===== config.mk =====
export PLATFORM = sky130hd
export DESIGN_NAME = sys_gatherer
export DESIGN_NICKNAME = d
export VERILOG_FILES = /design/src/rtl/sys_gatherer.sv
export SDC_FILE = /design/constraint.sdc
export NUM_CORES = 1
export LEC_CHECK = 0
export ABC_AREA = 1
export CAP_MARGIN = 10
export CORE_MARGIN = 4
export CORE_UTILIZATION = 40
export DETAILED_ROUTE_END_ITERATION = 6
export PLACE_DENSITY = 0.68
export SYNTH_ARGS = -nofsm -noshare
export SYNTH_HDL_FRONTEND = slang
export SYNTH_SLANG_ARGS = --single-unit
export TNS_END_PERCENT = 10

===== constraint.sdc =====
create_clock -name clk -period 1.2 [get_ports clk]
set_input_delay 0.12 -clock clk [delete_from_list [all_inputs] [get_ports clk]]
set_output_delay 0.12 -clock clk [all_outputs]
set_load 0.02 [all_outputs]

===== src/rtl/sys_gatherer.sv =====
// Width up-converter: packs Depth consecutive LanesIn-lane beats into one wide word,
// aligning frames on in_start. The first beat lands in the highest lanes.
module sys_gatherer #(
    parameter int BitSize = 8,
    parameter int LanesIn = 2,
    parameter int Depth   = 2
) (
    input  logic                                    clk,
    input  logic                                    res_n,
    input  logic                                    in_valid,
    input  logic                                    in_start,
    input  logic [LanesIn-1:0][BitSize-1:0]         in_data,
    output logic                                    out_valid,
    output logic                                    out_start,
    output logic [LanesIn*Depth-1:0][BitSize-1:0]   out_data,
    output logic                                    out_drop
);

    localparam int NumOfNerves = LanesIn * Depth;
    localparam int CntW        = $clog2(Depth) + 1;

    typedef enum logic {
        IDLE,
        COLLECT
    } state_t;

    state_t                               state_q, state_d;
    logic [CntW-1:0]                      cnt_q, cnt_d;
    logic                                 first_q, first_d;
    logic [NumOfNerves-1:0][BitSize-1:0]  buf_q, buf_d;
    logic [NumOfNerves-1:0][BitSize-1:0]  data_q, data_d;
    logic                                 valid_q, valid_d;
    logic                                 start_q, start_d;
    logic                                 drop_q, drop_d;

    logic                                 accept;
    logic [CntW-1:0]                      beat_idx;
    logic                                 first_now;

    always_comb begin
        state_d   = state_q;
        cnt_d     = cnt_q;
        first_d   = first_q;
        buf_d     = buf_q;
        data_d    = data_q;
        valid_d   = 1'b0;
        start_d   = 1'b0;
        drop_d    = 1'b0;
        accept    = in_valid && (in_start || (state_q == COLLECT));
        beat_idx  = in_start ? '0 : cnt_q;
        first_now = in_start || first_q;

        if (in_valid && !accept) begin
            drop_d = 1'b1;
        end

        if (accept) begin
            // A start while a partial word is pending throws that partial word away.
            if (in_start && (state_q == COLLECT) && (cnt_q != '0)) begin
                drop_d = 1'b1;
            end
            state_d = COLLECT;
            for (int unsigned b = 0; b < Depth; b++) begin
                if (beat_idx == CntW'(b)) begin
                    for (int unsigned l = 0; l < LanesIn; l++) begin
                        buf_d[(Depth - 1 - b) * LanesIn + l] = in_data[l];
                    end
                end
            end
            // The completed word is copied out so assembly of the next one can start at once.
            if (beat_idx == CntW'(Depth - 1)) begin
                valid_d = 1'b1;
                start_d = first_now;
                data_d  = buf_d;
                first_d = 1'b0;
                cnt_d   = '0;
            end else begin
                cnt_d   = beat_idx + CntW'(1);
                first_d = first_now;
            end
        end
    end

    always_ff @(posedge clk) begin
        if (!res_n) begin
            state_q <= IDLE;
            cnt_q   <= '0;
            first_q <= 1'b0;
            buf_q   <= '0;
            data_q  <= '0;
            valid_q <= 1'b0;
            start_q <= 1'b0;
            drop_q  <= 1'b0;
        end else begin
            state_q <= state_d;
            cnt_q   <= cnt_d;
            first_q <= first_d;
            buf_q   <= buf_d;
            data_q  <= data_d;
            valid_q <= valid_d;
            start_q <= start_d;
            drop_q  <= drop_d;
        end
    end

    assign out_valid = valid_q;
    assign out_start = start_q;
    assign out_data  = data_q;
    assign out_drop  = drop_q;

endmodule


# [Yosys cells after proc, flatten, opt, wreduce, memory -nomap -nowiden]
# Index checks and enable logic that the tools add are counted.
[totals] wordCells=37 input_bits=20 ff_bits=71 output_inout_bits=35
[classes] n_addsub=1 n_mux=9 reduce_logical=12 n_eq_ne=1
[op_table] cell="16-bit two-way mux" n=2
[op_table] cell="1-bit two-way mux" n=5
[op_table] cell="1-bit logical AND" n=4
[op_table] cell="2-bit two-way mux" n=2
[op_table] cell="2-bit AND reduction" n=2
[op_table] cell="3-bit AND reduction" n=1
[op_table] cell="2-bit by 1-bit adder with 2-bit output, second input constant" n=1
[op_table] cell="2-bit by 1-bit == test with 1-bit output, second input constant" n=1
[op_table] cell="2-bit zero test" n=1
[op_table] cell="1-bit logical OR" n=2
[op_table] cell="2-bit nonzero test" n=1
[op_table] cell="1-bit zero test" n=1

# [Depth between registers and ports, before layout]
# Gate-level depths: netlist of run 1.
[logic_depth] ltp_word=7 ltp_mapped=8 ltp_nobuf=6

# [Worst setup path after synthesis of run 1]
# No wires, ideal clock.
[synth_path] kind="flip-flop to flip-flop" from="register cnt_q[0]" to="register data_q (netlist bit out_data[0])" slack_ns=0.074 setup_time_ns=0.113 n_path_buf=2 arrival_time_ns=1.014 period_less_slack_ns=1.126 stages_incl_launch_ff=8 required_ns=1.087 path_cell_list="dfxtp_1 nand2_4 nor2_1 nand2_1 buf_4 buf_6 nand3_1 nand2_1"
[synth_between] elab_chain_cells=3 word_cells_on_any_way=4 cone_classes="eq/ne: 1; mux: 2; reduce/logical: 1"
[synth_lines] element="start: declaration" line_no="28" rtl="logic [CntW-1:0] cnt_q, cnt_d;"
[synth_lines] element="start signal: assignment" line_no="96" rtl="cnt_q <= cnt_d;"
[synth_lines] element="2-bit two-way mux (*)" line_no="50" rtl="beat_idx = in_start ? '0 : cnt_q;"
[synth_lines] element="2-bit by 1-bit == test with 1-bit output (*)" line_no="64, 71"
[synth_lines] element="16-bit two-way mux / 2-bit AND reduction (equally long branches)"
[synth_lines] element="end signal: assignment" line_no="99" rtl="data_q <= data_d;"
[synth_lines] element="end: declaration" line_no="31" rtl="logic [NumOfNerves-1:0][BitSize-1:0] data_q, data_d;"
# Every way passes the cells marked *; elsewhere a longest branch is shown, timed or not.
# A chain may end at the register's enable or synchronous reset.

# [Worst setup path in the final report of run 1]
[layout_path] from="register data_q (netlist bit out_data[22])" to="output port out_data[22] (netlist name)"
[layout_lines] element="end: declaration" line_no="15" rtl="output logic [LanesIn*Depth-1:0][BitSize-1:0] out_data,"
# No word-level cell between the ends.

==> results list, run 1 <==
- VDD IR-drop max: 0.597 mV
* Height of the chip: 85.6 um
* H-tree lvl count: 2
- Cell row count: 28
- The later pin in the worst-skew pair is clocked with a latency of a little over 0.3 ns.
- Overall track demand over capacity in global routing: roughly 17%
* Final-layout worst hold slack: 0.205 ns
* CP Launch Type: register
- Dividing the detail-routed wire length by the instance count gives 12.3 um.
- Number of buffers added by the clock tree synthesis step: 5
* Synth cell count leaders: 91 x sky130_fd_sc_hd__nand2_1, 81 x sky130_fd_sc_hd__nand3_1, 55 x sky130_fd_sc_hd__dfxtp_1, 37 x sky130_fd_sc_hd__inv_1, 19 x sky130_fd_sc_hd__a21oi_1
- The clock period could shrink to 1.14 ns.
- The worst hold path belongs to the class in -> reg.
* Area enclosed by the die boundary: 7330 um2
- Number of antenna violations at the first check in global routing: 0
* Count of cell instances traversed by the critical path: 1
* Post-synthesis async set-or-reset flop share: 0%
* Clock tree from TritonCTS: built
- The worst setup path is captured at a primary output.
- Fraction of final layout cells sized beyond drive strength 1: between 10% and 20%
- Fill cells: slightly below 600
- 0 antenna diodes ended up in the layout.
* Actual slew at the worst max-slew pin: between 0.2 and 0.25 ns
- Worst path max stage delay: 0.37 ns
- Most frequent cell after synthesis: sky130_fd_sc_hd__nand2_1
* Grt ovf: 0
* Total of flip-flops plus latches after synthesis: 55
- Along the worst hold path, the cell count comes to 5.
- Maximum number of pins on one net before global-route repair: 25
- Yosys top cell area share: 45.7%
- CTS sink count: 55
- Post-synth EDFFs: 0
- Dividing the detail-routed via count by the number of cells gives 4.76.
* Commonest register cell after synthesis: sky130_fd_sc_hd__dfxtp_1
- Cell family with most CP delay: flip-flops
* Max-capacitance violation count: 0
* Cells after DPL: around 470
- First-iteration detailed-routing DRC count: 122
- In this run the cell area measured after placement is approximately 3100 um2.
- Required time at the worst-slack endpoint: between 1 and 1.5 ns
* Number of instances in the synthesized netlist: roughly 340
- Before CTS, the worst setup slack after placement is -0.327 ns.
- Counting both buffers and inverters, the worst setup path holds a total of 1.
- The region available for standard cell placement spans between 5000 and 6000 um2.
* Initial core utilization: between 40% and 50%
- The cell area that synthesis handed to floorplanning was 2410 um2.
- Synthesis instantiated 20 different standard cells from the library.
- Reg2Reg Depth: 7
* Cell area after layout: ~3200 um2
- CTS placed an instance of sky130_fd_sc_hd__clkbuf_8 at the clock tree root.
- At the end of the flow, the number of nets in the layout was 417.
* CP max stage cell: sky130_fd_sc_hd__dfxtp_1
* Routed via count: roughly 2300
* Clock Skew: approximately 0.0041 ns
- Sequential elements use a little under half of the synthesized area.
* Synthesized net count: 356
* Main area contributors after synthesis: sky130_fd_sc_hd__dfxtp_1 46%, sky130_fd_sc_hd__nand3_1 17%, sky130_fd_sc_hd__nand2_1 14%
- # port buffers: 54
- For this design the top-level I/O count stands at 55.
- After the flow finishes, the layout carries non-filler instances totaling between 400 and 500.
- STA puts the critical path data arrival time at 1.02 ns.
* RePlAce Congestion: around 0.79
- Static timing analysis puts the maximum clock frequency at 881 MHz.
- A synthesized cell averages 7.18 um2.
* Post-route fraction of the period consumed by the critical path: 94.6%
- Final Max Tran Viols: 0
- Once routing completed, OpenROAD measured the worst setup slack at roughly 0.064 ns.
* Area growth from synthesis to layout: 34.0%
* Horiz. Die Dim: about 86 um
- Ys Warns: 0
- The number of global-route vias before repair is around 2200.
- Buffers inserted by post-CTS timing repair: 0
- The HPWL after detailed placement is around 4200 um.
* Result of the run: complete, no violations
- Of all cell types, the one taking the most synthesized area is sky130_fd_sc_hd__dfxtp_1.
- Setup violations remaining at the end of the flow were counted as 0.
- The count of nets left with antenna violations once routing finished came out at 0.
- Deepest clock path buffer count: 2
* Crit path max fanout: 2
- Max-slew headroom at the worst pin: 84.3%
- DRC violation count after routing: 0
- The number of hold buffers added after CTS was 0.
- The first global-routing pass estimated approximately 10000 um of wire.
- The critical path is of the reg -> out type.
- The first detailed-routing pass ran for 4 iterations.
* Clk slew on worst S/H paths: ~0.1 ns
- Static leakage: around 1.7 nW
- Number of failing hold endpoints at the final stage: 0
- Walking the worst path, the cells encountered are dlygate4sd2_1.
- The routed design has between 5000 and 6000 um of wire.
* P per Cell Area: 1150 nW/um2
[through the flow]
step	total power, mW	TNS (ns)	util (%)
final	3.73	0	54.9
after global routing	3.90	-0.00302	54.9
after CTS	3.75	-0.00140	54.7
after detailed placement	2.50	-15.13	53.3
after global placement	2.49	-13.50	53.3
after floorplan	2.28	0	-
[timing repair]
action,in CTS,in global routing
setup endpoints to repair,68,50
gates resized for setup,36,6
pin swaps,0,1
[registers in the layout (all words and copies together) (netlist names)]
signal	cells
buf_q	16
cnt_q	2
first_q	1
out_data	32
out_drop	1
out_start	1
out_valid	1
state_q	1
[where the power goes]
group | internal, mW | switching [mW]
Combinational | 0.217 | 0.292
Sequential | 1.90 | 0.0395
Clock | 0.676 | 0.601
Total | 2.79 | 0.933
[cell usage in the layout (no fill, tap or decap), drive strengths merged]
cell type,instances
clkinv,2
inv,39
a21oi,19
nor3,1
buf,21
nor2,8
clkbuf,6
bufinv,1
nand3,83
nand2,108
clkdlybuf4s50,18
o21ai,1
dlymetal6s2s,1
dfxtp,55
dlygate4sd2,35
[area by class of cell]
cell class / instances / area (um2) / area share, %
clock buffer: 6 / 82.6 / 2.56
clock inverter: 2 / 35.0 / 1.08
inverter: 40 / 150 / 4.65
multi-input combinational: 220 / 1030 / 31.9
sequential: 55 / 1110 / 34.2
tap: 75 / 93.8 / 2.90
timing repair buffer: 75 / 732 / 22.7
[cell families (layout without fill, tap and decap cells)]
| logic type | count (synthesis) | after routing | share of synthesized area (%) |
|---|---|---|---|
| buffers and inverters | 61 | 123 | 12.0 |
| DFF | 55 | 55 | 45.7 |
| and+or+nand+nor | 200 | 200 | 38.2 |
| AOI/OAI and AO/OA | 20 | 20 | 4.15 |
[layer usage]
layer  vias up  global-route usage (%)  share of wire [%]
met5         -                       0                  0
met4         0                    4.89                1.1
met3         5                    2.69                4.8
met2        57                    27.3                 47
met1      1013                    22.3                 47
li1       1178                       -                  -
[path summary, 6_finish.rpt]
check	startpoint	end	slack [ns]
max	out_data[22]$_SDFFE_PN0P_	out_data[22]	0.06
min	in_start	first_q$_SDFFE_PN0N_	0.20
max reg2reg	state_q$_SDFFE_PN0N_	out_data[26]$_SDFFE_PN0P_	0.08
min reg2reg	out_data[14]$_SDFFE_PN0P_	out_data[14]$_SDFFE_PN0P_	0.47
Note: power is estimated with default switching activity, not from simulation.
==> inputs of run 2 (changes only) <==
--- a/config.mk
+++ b/config.mk
@@ -11,6 +11,7 @@
 export CORE_UTILIZATION = 40
 export DETAILED_ROUTE_END_ITERATION = 6
 export PLACE_DENSITY = 0.68
+export SLEW_MARGIN = 5
 export SYNTH_ARGS = -nofsm -noshare
 export SYNTH_HDL_FRONTEND = slang
 export SYNTH_SLANG_ARGS = --single-unit
==> results of run 2 <==
Same layout as run 1: the final DEF is identical, and so are final timing and power.
==> inputs of run 3 (changes only) <==
--- a/config.mk
+++ b/config.mk
@@ -7,7 +7,7 @@
 export LEC_CHECK = 0
 export ABC_AREA = 1
 export CAP_MARGIN = 10
-export CORE_MARGIN = 4
+export CORE_MARGIN = 8
 export CORE_UTILIZATION = 40
 export DETAILED_ROUTE_END_ITERATION = 6
 export PLACE_DENSITY = 0.68
==> results list, run 3 (synthesized netlist as in run 1, its figures left out) <==
* Result of the run: complete, no violations (unchanged)
- Worst path max stage delay: 0.36 ns (was 0.37 ns)
* Maximum number of pins on one net before global-route repair: 26 (was 25)
- Horiz. Die Dim: 93.6 um (was 85.6 um)
- Final Instance Count excl. Fillers: 473 (unchanged)
* Actual slew at the worst max-slew pin: 0.266 ns (was 0.236 ns)
- The source-to-sink clock delay at the later pin of the worst-skew pair is 0.30 ns (was 0.31 ns).
- The global-route total usage across every layer is 13.8% (was 16.6%).
- List of cells traversed by the critical path: inv_2 > nand2_4 > nand3_4 > nor2_4 > buf_12 > clkbuf_16 > nand2_1 > nand2_1 (was dlygate4sd2_1).
- Number of buffers added by the clock tree synthesis step: 5 (unchanged)
* Tmin final: 1.16 ns (was 1.14 ns)
- Cell seen most often among critical-path stages: sky130_fd_sc_hd__nand2_1
- The residual overflow from global routing was 0 (unchanged).
* Final wirelength: 6340 um (was 5800 um)
- Reg2Reg Depth: 8 (was 7)
- The pre-CTS setup slack is -0.349 ns (was -0.327 ns).
- Setup repair after global routing could not meet its margin everywhere.
* Length of the first detailed-routing pass in iterations: 4 (unchanged)
- Core Footprint: 5890 um2 (unchanged)
- Number of failing hold endpoints at the final stage: 0 (unchanged)
- The count of pins on the block boundary came to 55 (unchanged).
- The proportion of layout cells with a drive suffix above 1 came to 13.8% (unchanged).
- End of the worst register-to-register path: out_data[17]$_SDFFE_PN0P_ (was out_data[26]$_SDFFE_PN0P_)
- H-tree lvl count: 2 (unchanged)
- Static leakage: 1.73 nW (was 1.74 nW)
- Min setup slack post-route: 0.0447 ns (was 0.0643 ns)
- The maximum root-to-sink buffer count was 2 (unchanged).
- The remaining routing DRC violations came to 0 (unchanged).
- CTS sink count: 55 (unchanged)
- # port buffers: 54 (unchanged)
- Final setup violating endpoints: 0 (unchanged)
* Max-slew headroom at the worst pin: 82.3% (was 84.3%)
- P per Cell Area: 1060 nW/um2 (was 1150 nW/um2)
- Switching power share of the total: 26.4% (was 25.0%)
* First-iteration detailed-routing DRC count: 144 (was 122)
- The area growth from synthesis to final layout was 33.9% (was 34.0%).
- Part of the power in the clock network: 27.8% (was 34.3%)
- Routed Antenna Nets: 0 (unchanged)
* Final Max Tran Viols: 0 (unchanged)
* Cell Int Power: 2.51 mW (was 2.79 mW)
- The most common cell after layout, fill and taps aside is sky130_fd_sc_hd__nand2_1 (unchanged).
* Top library cells by usage in the layout, fill and taps aside: 90 x sky130_fd_sc_hd__nand2_1, 81 x sky130_fd_sc_hd__nand3_1, 53 x sky130_fd_sc_hd__dfxtp_1, 36 x sky130_fd_sc_hd__inv_1, 36 x sky130_fd_sc_hd__dlygate4sd2_1 (was 90 x sky130_fd_sc_hd__nand2_1, 81 x sky130_fd_sc_hd__nand3_1, 53 x sky130_fd_sc_hd__dfxtp_1, 37 x sky130_fd_sc_hd__inv_1, 35 x sky130_fd_sc_hd__dlygate4sd2_1)
- Cells after DPL: 463 (was 465)
- The critical setup path kind is reg -> reg (was reg -> out).
- The routability-driven placement congestion ratio was 0.776 (was 0.792).
* Via-per-instance ratio: 4.86 (was 4.76)
- The power spent charging and discharging nets was 903 uW (was 933 uW).
* Required time at the worst-slack endpoint: 1.45 ns (was 1.08 ns)
- The combinational power share came to 15.4% (was 13.7%).
- VDD IR-drop max: 0.470 mV (was 0.597 mV)
* CP Launch Type: register (unchanged)
- The clock tree from TritonCTS is built (unchanged).
- Max-capacitance violation count: 0 (unchanged)
- The hold buffer count at cts came to 0 (unchanged).
* Diodes inserted: 0 (unchanged)
- Achievable frequency: 866 MHz (was 881 MHz)
- The average routed wire per standard cell came to 13.4 um (was 12.3 um).
- Library cell used as clock root buffer: sky130_fd_sc_hd__clkbuf_8 (unchanged)
- The sum of net half-perimeters after detailed placement came to 4310 um (was 4190 um).
* Total Power: 3.42 mW (was 3.73 mW)
- Wire length of the first global-routing pass: 9980 um (about the same)
- Height of the chip: 93.6 um (was 85.6 um)
- Initial core utilization: 41.0% (unchanged)
- The portion of the clock cycle consumed by the worst path in the final layout is 96.3% (was 94.6%).
* Clock Skew: 0.00969 ns (was 0.00405 ns)
- CP Data Arrival Time: 1.41 ns (was 1.02 ns)
* Capturing element type of the critical path: register (was primary output)
- Number of antenna violations at the first check in global routing: 0 (unchanged)
- Hold path startpoint: in_start (unchanged)
- Startpoint of the worst register-to-register path: state_q$_SDFFE_PN0N_ (unchanged)
- The top fanout value on the critical path was 9 (was 2).
- The die footprint was 8770 um2 (was 7330 um2).
* Cell row count: 28 (unchanged)
* Type of the tightest min-delay check: in -> reg (unchanged)
- Cell depth of the worst hold path: 3 (was 5)
- The flip-flop count of the largest register, all copies and words added is 32 (unchanged).
- Vias in the first global route: 2141 (was 2155)
- The total number of vias is 2301 (was 2253).
* Clk slew on worst S/H paths: 0.09 ns (was 0.10 ns)
* Worst min-delay path endpoint: out_drop$_SDFF_PN0_ (was first_q$_SDFFE_PN0N_)
* Worst-case register-to-register setup slack: 0.04 ns (was 0.08 ns)
- Final layout net count: 419 (was 417)
- CP max stage cell: sky130_fd_sc_hd__dfxtp_2 (was sky130_fd_sc_hd__dfxtp_1)
- The sequential power share came to 56.8% (was 52.0%).
run 3: worst max-delay path: cells and delay by family, from the launching register on:
kind          cells  cell delay [ns]
simple gates      5             0.39
flops             1             0.36
buf+inv           3             0.35
run 3: worst max-delay path by stage:
| stage | from | end | slack, ns | cells past startpoint |
|---|---|---|---|---|
| after floorplan | cnt_q[0]$_SDFFE_PN0N_ | out_data[0]$_SDFFE_PN0P_ | 0.07 | 7 |
| after global placement | in_start | out_data[27]$_SDFFE_PN0P_ | -0.29 | 9 |
| after detailed placement | in_start | out_data[8]$_SDFFE_PN0P_ | -0.35 | 8 |
| after CTS | state_q$_SDFFE_PN0N_ | out_data[13]$_SDFFE_PN0P_ | 0.02 | 6 |
| after global routing | state_q$_SDFFE_PN0N_ | out_data[5]$_SDFFE_PN0P_ | -0.02 | 8 |
| final | state_q$_SDFFE_PN0N_ | out_data[17]$_SDFFE_PN0P_ | 0.04 | 8 |
run 3: repair_timing:
item,4_1_cts,5_1_grt
gates cloned,0,2
setup endpoints to repair,80,50
setup buffers,0,2
pin swaps,0,1
gates resized for setup,37,10
run 3: stage by stage:
stage / cell area, um2 / util (%) / TNS, ns / hold slack (ns)
after floorplan: 2410 / - / 0 / 0.217
after global placement: 3090 / 52.4 / -13.81 / 0.457
after detailed placement: 3090 / 52.4 / -16.50 / 0.461
after CTS: 3120 / 53.0 / 0 / 0.305
after global routing: 3230 / 54.8 / -0.104 / 0.358
final: 3230 / 54.8 / 0 / 0.312
run 3: final cells by class:
cell class                      count  area [um2]
Inverter                           40         150
Clock buffer                        6        72.6
Tap cell                           75        93.8
Multi-Input combinational cell    220        1040
Timing Repair Buffer               77         764
Fill cell                         594        2660
Sequential cell                    55        1100
run 3: routing by layer:
layer  global-route usage [%]  wire length [um]  vias up
li1                         -                 -     1193
met1                     18.0              3010     1050
met2                     22.3              2900       51
met3                     2.96               348        7
met4                     3.96                80        0
met5                        0                 0        -
run 3: power by group through the flow:
| stage | Clock (mW) | Sequential (mW) | Combinational (mW) |
|---|---|---|---|
| after floorplan | 0 | 2.00 | 0.275 |
| after global placement | 0 | 1.98 | 0.510 |
| after detailed placement | 0 | 1.98 | 0.514 |
| after CTS | 0.967 | 1.94 | 0.503 |
| after global routing | 1.04 | 1.95 | 0.587 |
| final | 0.949 | 1.94 | 0.527 |
